### config.mk
export PLATFORM = sky130hd
export DESIGN_NAME = reg_wb_arbiter
export DESIGN_NICKNAME = d
export VERILOG_FILES = /design/src/rtl/reg_wb_pkg.sv /design/src/rtl/reg_wb_arbiter_rr_pick.sv /design/src/rtl/reg_wb_arbiter.sv
export SDC_FILE = /design/constraint.sdc
export NUM_CORES = 1
export LEC_CHECK = 0
export BUFFER_PORTS_ARGS = -buffer_cell sky130_fd_sc_hd__buf_2
export CORE_MARGIN = 2
export CORE_UTILIZATION = 43
export DETAILED_ROUTE_END_ITERATION = 8
export PLACE_DENSITY = 0.88
export RECOVER_POWER = 100
export SLEW_MARGIN = 30
export SYNTH_ARGS = -nofsm -noshare
export SYNTH_HDL_FRONTEND = slang
export SYNTH_HIERARCHICAL = 1
export SYNTH_SLANG_ARGS = --single-unit
### constraint.sdc
create_clock -name clk -period 4.6 [get_ports clk]
set_clock_uncertainty 0.15 [all_clocks]
set_input_delay 0.69 -clock clk [delete_from_list [all_inputs] [get_ports clk]]
set_output_delay 0.69 -clock clk [all_outputs]
set_load 0.005 [all_outputs]
### src/rtl/reg_wb_pkg.sv
// Shared constants for the register-file writeback arbiter.
// Requester index map: 0 = ALU, 1 = load unit, 2 = debug/CSR path.
package reg_wb_pkg;

  localparam int XLEN     = 32;
  localparam int AW       = 5;
  localparam int NREQ     = 3;

  localparam int REQ_ALU  = 0;
  localparam int REQ_LOAD = 1;
  localparam int REQ_DBG  = 2;

  // A single requester still needs a 1-bit pointer field.
  function automatic int ptr_width(input int n);
    return (n > 1) ? $clog2(n) : 1;
  endfunction

  localparam int PTR_W = ptr_width(NREQ);

endpackage

### src/rtl/reg_wb_arbiter_rr_pick.sv
// Combinational round-robin picker: the first set request at or after i_ptr,
// wrapping modulo N, wins. Kept free of any register-file specifics.
module rr_pick #(
  parameter int N  = 3,
  parameter int PW = 2
) (
  input  logic [N-1:0]  i_req,
  input  logic [PW-1:0] i_ptr,
  output logic [N-1:0]  o_gnt,
  output logic [PW-1:0] o_idx,
  output logic          o_any
);

  logic [N-1:0] w_rot;
  int           w_sum;

  always_comb begin
    // Rotate so the pointer position lands at bit 0; the lowest set bit wins.
    w_rot = N'({i_req, i_req} >> i_ptr);
    o_any = |w_rot;
    w_sum = int'(i_ptr);
    for (int k = N - 1; k >= 0; k--) begin
      if (w_rot[k]) begin
        w_sum = int'(i_ptr) + k;
      end
    end
    if (w_sum >= N) begin
      w_sum = w_sum - N;
    end
    o_idx = PW'(w_sum);
    o_gnt = '0;
    for (int j = 0; j < N; j++) begin
      o_gnt[j] = o_any && (o_idx == PW'(j));
    end
  end

endmodule

### src/rtl/reg_wb_arbiter.sv
// Shares the register file write port among NREQ writeback requesters.
// One round-robin grant per cycle; the granted write is registered one stage.
module reg_wb_arbiter #(
  parameter int NREQ = reg_wb_pkg::NREQ,
  parameter int XLEN = reg_wb_pkg::XLEN,
  parameter int AW   = reg_wb_pkg::AW
) (
  input  logic                                    clk,
  input  logic                                    reset,
  input  logic [NREQ-1:0]                         req_valid,
  input  logic [NREQ*AW-1:0]                      req_waddr,
  input  logic [NREQ*XLEN-1:0]                    req_wdata,
  output logic [NREQ-1:0]                         req_ready,
  input  logic                                    hold,
  output logic [AW-1:0]                           rf_waddr,
  output logic [XLEN-1:0]                         rf_wdata,
  output logic                                    rf_we,
  output logic                                    wr_pending,
  output logic [reg_wb_pkg::ptr_width(NREQ)-1:0]  rr_ptr
);

  import reg_wb_pkg::*;

  localparam int PW = ptr_width(NREQ);

  // Handshake: request i transfers on a rising edge where req_valid[i] and
  // req_ready[i] are both high; ready is one-hot or zero and never waits on
  // anything but valid, the pointer and hold. Requesters keep valid, address
  // and data stable until that edge.

  logic [NREQ-1:0] w_gnt;
  logic [PW-1:0]   w_idx;
  logic            w_any;
  logic            w_accept;
  logic [AW-1:0]   w_sel_addr;
  logic [XLEN-1:0] w_sel_data;
  logic [PW-1:0]   w_ptr_nxt;

  logic [AW-1:0]   r_waddr;
  logic [XLEN-1:0] r_wdata;
  logic            r_we;
  logic [PW-1:0]   r_ptr;

  rr_pick #(
    .N  (NREQ),
    .PW (PW)
  ) u_pick (
    .i_req (req_valid),
    .i_ptr (r_ptr),
    .o_gnt (w_gnt),
    .o_idx (w_idx),
    .o_any (w_any)
  );

  always_comb begin
    w_sel_addr = '0;
    w_sel_data = '0;
    for (int i = 0; i < NREQ; i++) begin
      if (w_gnt[i]) begin
        w_sel_addr = req_waddr[i*AW +: AW];
        w_sel_data = req_wdata[i*XLEN +: XLEN];
      end
    end
  end

  assign w_accept  = w_any && !hold;
  assign req_ready = (hold || reset) ? '0 : w_gnt;
  assign w_ptr_nxt = (w_idx == PW'(NREQ - 1)) ? '0 : w_idx + PW'(1);

  always_ff @(posedge clk or posedge reset) begin
    if (reset) begin
      r_waddr <= '0;
      r_wdata <= '0;
      r_we    <= 1'b0;
      r_ptr   <= '0;
    end else if (w_accept) begin
      r_waddr <= w_sel_addr;
      r_wdata <= w_sel_data;
      // x0 is accepted and consumes its turn, but never reaches the file.
      r_we    <= (w_sel_addr != '0);
      r_ptr   <= w_ptr_nxt;
    end else begin
      r_we    <= 1'b0;
    end
  end

  assign rf_waddr   = r_waddr;
  assign rf_wdata   = r_wdata;
  assign rf_we      = r_we;
  assign wr_pending = r_we;
  assign rr_ptr     = r_ptr;

endmodule
==> results_tabular.tex <==
\begin{tabular}{lr}
\hline
Metric & Value \\
\hline
\multicolumn{2}{l}{\textbf{Floorplanning}} \\
\# rows & 27 \\
Total core area & 5540 um2 \\
Effective utilization at floorplan & 0.448 \\
DIE AREA & 6400 um2 \\
Die Span X & 80 um \\
Die span in y & about 80 um \\
Number of ports placed on the die boundary & between 150 and 200 \\
\multicolumn{2}{l}{\textbf{Min path}} \\
Path class of the lowest-slack min-delay path & input pin to async pin \\
\multicolumn{2}{l}{\textbf{Setup path}} \\
Cells on worst reg2reg path & 13 \\
Kind of critical path & flip-flop to primary output \\
Signal arrival time at the worst endpoint & 3.39 ns \\
Required @ worst endpoint & around 3.8 ns \\
Endpoint of the lowest-slack register-to-register path & rf\_wdata[25] \\
Capturing element of the worst setup path & req\_ready[1] \\
Critical-path cell list & nor2\_1 -> a211o\_1 -> nand2\_1 -> ha\_1 -> o21ba\_1 -> nor2\_1 -> ha\_1 -> a221o\_1 -> mux2i\_4 -> and2\_1 -> buf\_2 \\
Critical Path Sink Type & primary output \\
Critical Path Start & rr\_ptr[0] \\
Origin of the critical flop-to-flop path & rr\_ptr[0] \\
CP max stage delay & roughly 0.66 ns \\
Launching element type of the critical path & flip-flop \\
Slowest cell on crit path & sky130\_fd\_sc\_hd\_\_dfrtp\_1 \\
Minimum setup slack among reg-to-reg paths & $\sim$0.40 ns \\
Highest fanout seen on the critical path & 17 \\
\multicolumn{2}{l}{\textbf{Routing}} \\
Detail Route met3 WL & 420 um \\
Drt via density & roughly 5.5 \\
DR vias & between 2000 and 3000 \\
Highest layer used for signal routing & met4 \\
Detailed Routing Iterations Pass 1 & 4 \\
Length of routed wiring on met1 & $\sim$3100 um \\
Remaining antenna violation count after routing & 0 \\
Drc violations & 0 \\
Drt total wl & 7350 um \\
Routed len/inst & 14.8 um \\
Total met2 wirelength after detailed routing & 3750 um \\
Initial drt markers & approximately 130 \\
\multicolumn{2}{l}{\textbf{GRT}} \\
Global-route usage over all layers & 0.219 \\
Wire length of the first global-routing pass & 10900 um \\
Maximum number of pins on one net before global-route repair & between 40 and 50 \\
Number of antenna violations at the first check in global routing & 0 \\
Residual overflow from global routing & 0 \\
Vias in the first global route & roughly 2400 \\
\multicolumn{2}{l}{\textbf{Place}} \\
Count of input and output buffers & 160 \\
Pre-CTS worst setup slack & a little over 0.4 ns \\
GPL Wtd Cong & a little under 0.9 \\
Total half-perimeter wirelength after legalization and detailed placement & between 5000 and 6000 um \\
\multicolumn{2}{l}{\textbf{Clock network}} \\
Sink Count & 40 \\
Maximum buffer depth of the clock tree & 2 \\
Setup repair bufs after CTS & 0 \\
Clock tree from TritonCTS & built \\
CTS HTree Levels & 2 \\
Clk Latency, worst-skew pair & 0.28 ns \\
Total of cells resized after clock tree synthesis & 0 \\
Cell at the root of the clock tree & sky130\_fd\_sc\_hd\_\_clkbuf\_8 \\
Register clock-pin slew on the reported worst setup and hold paths & roughly 0.090 ns \\
CTS Hold Buffers Added & 0 \\
Num CTS Buffers & 5 \\
\multicolumn{2}{l}{\textbf{Cells and area}} \\
Area of combinational cells with multiple inputs & 1310 um2 \\
Growth of design area from synthesis to finish & 35.3\% \\
Sequential cell area in the final layout & 1000 um2 \\
FILL cells & between 400 and 500 \\
Total inserted antenna cells & 0 \\
Fraction of layout instances using a drive strength above 1 & 0.367 \\
Net total in the final layout & 544 \\
\multicolumn{2}{l}{\textbf{Power and ir drop}} \\
Power Dens Cells & approximately 690 nW/um2 \\
Leakage component of the power & $\sim$1.6 nW \\
Largest vdd supply drop & about 340 uV \\
\multicolumn{2}{l}{\textbf{Timing}} \\
Sum of negative setup slack & 0 ns \\
Rel. slew slack & 0.320 \\
Least-Margin Pin Slew & just over 1 ns \\
Shortest clock period the worst path allows after layout & approximately 4.2 ns \\
Post-route clock period utilization & 0.919 \\
Final Max Tran Viols & 0 \\
Top achievable clock speed & 237 MHz \\
Final Hold Violating Endpoints & 0 \\
Final worst-path setup slack & around 0.37 ns \\
Final setup violating endpoints & 0 \\
Setup repair after global routing missed its margin & no \\
\multicolumn{2}{l}{\textbf{Synthesis}} \\
Number of warnings printed during yosys synthesis & 6 \\
Flop and latch count out of synthesis & 40 \\
Async set-reset flop share out of synthesis & 1.00 \\
Sequential area share after synthesis & 0.403 \\
Gate Count Post-Synth & 278 \\
Combined area of all synthesized cells & $\sim$2500 um2 \\
Post-synth EDFFs & 0 \\
Prevailing post-synth register cell & sky130\_fd\_sc\_hd\_\_dfrtp\_1 \\
Number of distinct library cells after synthesis & 43 \\
Average footprint of a synthesized cell & between 8 and 9 um2 \\
Net count of the mapped netlist & 398 \\
\multicolumn{2}{l}{\textbf{Run status}} \\
Outcome & finished clean \\
\multicolumn{2}{l}{\textbf{Job}} \\
Max\_cap viols & 0 \\
\hline
\end{tabular}
==> placed cells by master (no fill, tap or decap), types with 3 or more instances in the layout <==
master / synthesis / routed
sky130_fd_sc_hd__a221o_1: 5 / 5
sky130_fd_sc_hd__a221oi_1: 32 / 32
sky130_fd_sc_hd__buf_2: 13 / 133
sky130_fd_sc_hd__buf_4: 4 / 4
sky130_fd_sc_hd__clkbuf_1: 8 / 29
sky130_fd_sc_hd__clkbuf_8: 0 / 5
sky130_fd_sc_hd__dfrtp_1: 40 / 40
sky130_fd_sc_hd__ha_1: 3 / 3
sky130_fd_sc_hd__inv_1: 4 / 3
sky130_fd_sc_hd__inv_2: 3 / 3
sky130_fd_sc_hd__nand2_1: 42 / 42
sky130_fd_sc_hd__nand2b_1: 4 / 3
sky130_fd_sc_hd__nor2_1: 37 / 37
sky130_fd_sc_hd__nor3_1: 3 / 3
sky130_fd_sc_hd__o211ai_1: 3 / 3
sky130_fd_sc_hd__o21ai_0: 8 / 8
sky130_fd_sc_hd__o31ai_1: 33 / 33
==> cells in the mapped netlist (2+ instances only) <==
cell | count | area, um2
sky130_fd_sc_hd__a21oi_1 | 2 | 10.0
sky130_fd_sc_hd__a221o_1 | 5 | 50.1
sky130_fd_sc_hd__a221oi_1 | 32 | 280
sky130_fd_sc_hd__and2_1 | 2 | 12.5
sky130_fd_sc_hd__buf_2 | 13 | 65.1
sky130_fd_sc_hd__buf_4 | 4 | 30.0
sky130_fd_sc_hd__buf_6 | 4 | 45.0
sky130_fd_sc_hd__clkbuf_1 | 8 | 30.0
sky130_fd_sc_hd__dfrtp_1 | 40 | 1000
sky130_fd_sc_hd__ha_1 | 3 | 37.5
sky130_fd_sc_hd__inv_1 | 4 | 15.0
sky130_fd_sc_hd__inv_2 | 3 | 11.3
sky130_fd_sc_hd__mux2i_1 | 4 | 40.0
sky130_fd_sc_hd__nand2_1 | 42 | 158
sky130_fd_sc_hd__nand2b_1 | 4 | 25.0
sky130_fd_sc_hd__nand3b_1 | 2 | 15.0
sky130_fd_sc_hd__nor2_1 | 37 | 139
sky130_fd_sc_hd__nor3_1 | 3 | 15.0
sky130_fd_sc_hd__o211ai_1 | 3 | 22.5
sky130_fd_sc_hd__o21ai_0 | 8 | 40.0
sky130_fd_sc_hd__o31ai_1 | 33 | 248
==> registers in the layout, summed over array words and instances (netlist names) <==
register,flops
rf_waddr,5
rf_we,1
rf_wdata,32
rr_ptr,2
==> worst min path at each step <==
| stage | from | to | slack [ns] | cells past startpoint |
|---|---|---|---|---|
| 4_1_cts | reset | rf_wdata[8] | 0.29 | 2 |
| 3_3_place_gp | rf_wdata[22] | rf_wdata[22] | 0.31 | 2 |
| 2_1_floorplan | rf_wdata[0] | rf_wdata[0] | 0.32 | 2 |
| 5_1_grt | reset | rf_wdata[8] | 0.32 | 2 |
| 3_5_place_dp | rf_wdata[18] | rf_wdata[18] | 0.31 | 2 |
| 6_report | reset | rf_wdata[8] | 0.28 | 2 |
==> layout make-up <==
type,count,share of cell area
Multi-Input combinational cell,202,0.391
Sequential cell,40,0.298
Timing Repair Buffer,168,0.242
Tap cell,72,0.0268
Clock buffer,5,0.0205
Clock inverter,3,0.0141
Inverter,7,0.00782
==> layer usage <==
| layer | vias up | global-route usage |
|---|---|---|
| met3 | 18 | 0.0430 |
| li1 | 1336 | - |
| met4 | 0 | 0.0746 |
| met2 | 122 | 0.386 |
| met5 | - | 0 |
| met1 | 1266 | 0.266 |
==> stage by stage <==
stage	total power, W	instance area, um2	cells	util	hold slack (ns)
2_1_floorplan	0.00166	2480	278	-	0.323
3_3_place_gp	0.00204	3290	489	0.595	0.306
3_5_place_dp	0.00211	3290	489	0.595	0.310
4_1_cts	0.00240	3410	497	0.616	0.292
5_1_grt	0.00254	3360	497	0.607	0.315
6_report	0.00233	3360	497	0.607	0.276
==> critical path, delay by kind of cell (launching register included) <==
kind | cells | cell delay [ns]
adder cells (fa/ha/maj) | 2 | 0.41
multiplexers | 1 | 0.44
AND/OR/NAND/NOR | 4 | 0.48
AO/OA/AOI/OAI | 3 | 0.99
buffers and inverters | 1 | 0.10
flip-flops | 1 | 0.66
==> logic make-up after synthesis <==
| logic type | count (synthesis) | share of synthesized area |
|---|---|---|
| fa+ha+maj | 3 | 0.0151 |
| simple gates | 97 | 0.168 |
| xor+xnor | 1 | 0.00353 |
| mux | 6 | 0.0267 |
| compound gates | 95 | 0.305 |
| buf+inv | 36 | 0.0791 |
| flops | 40 | 0.403 |
==> where the power goes <==
part	switching (W)	internal [W]	total [W]
registers	0.000102	0.000508	0.000610
logic	0.000821	0.000606	0.00143
clock network	0.000128	0.000163	0.000291
No activity file was read; power rests on OpenSTA's default activity.
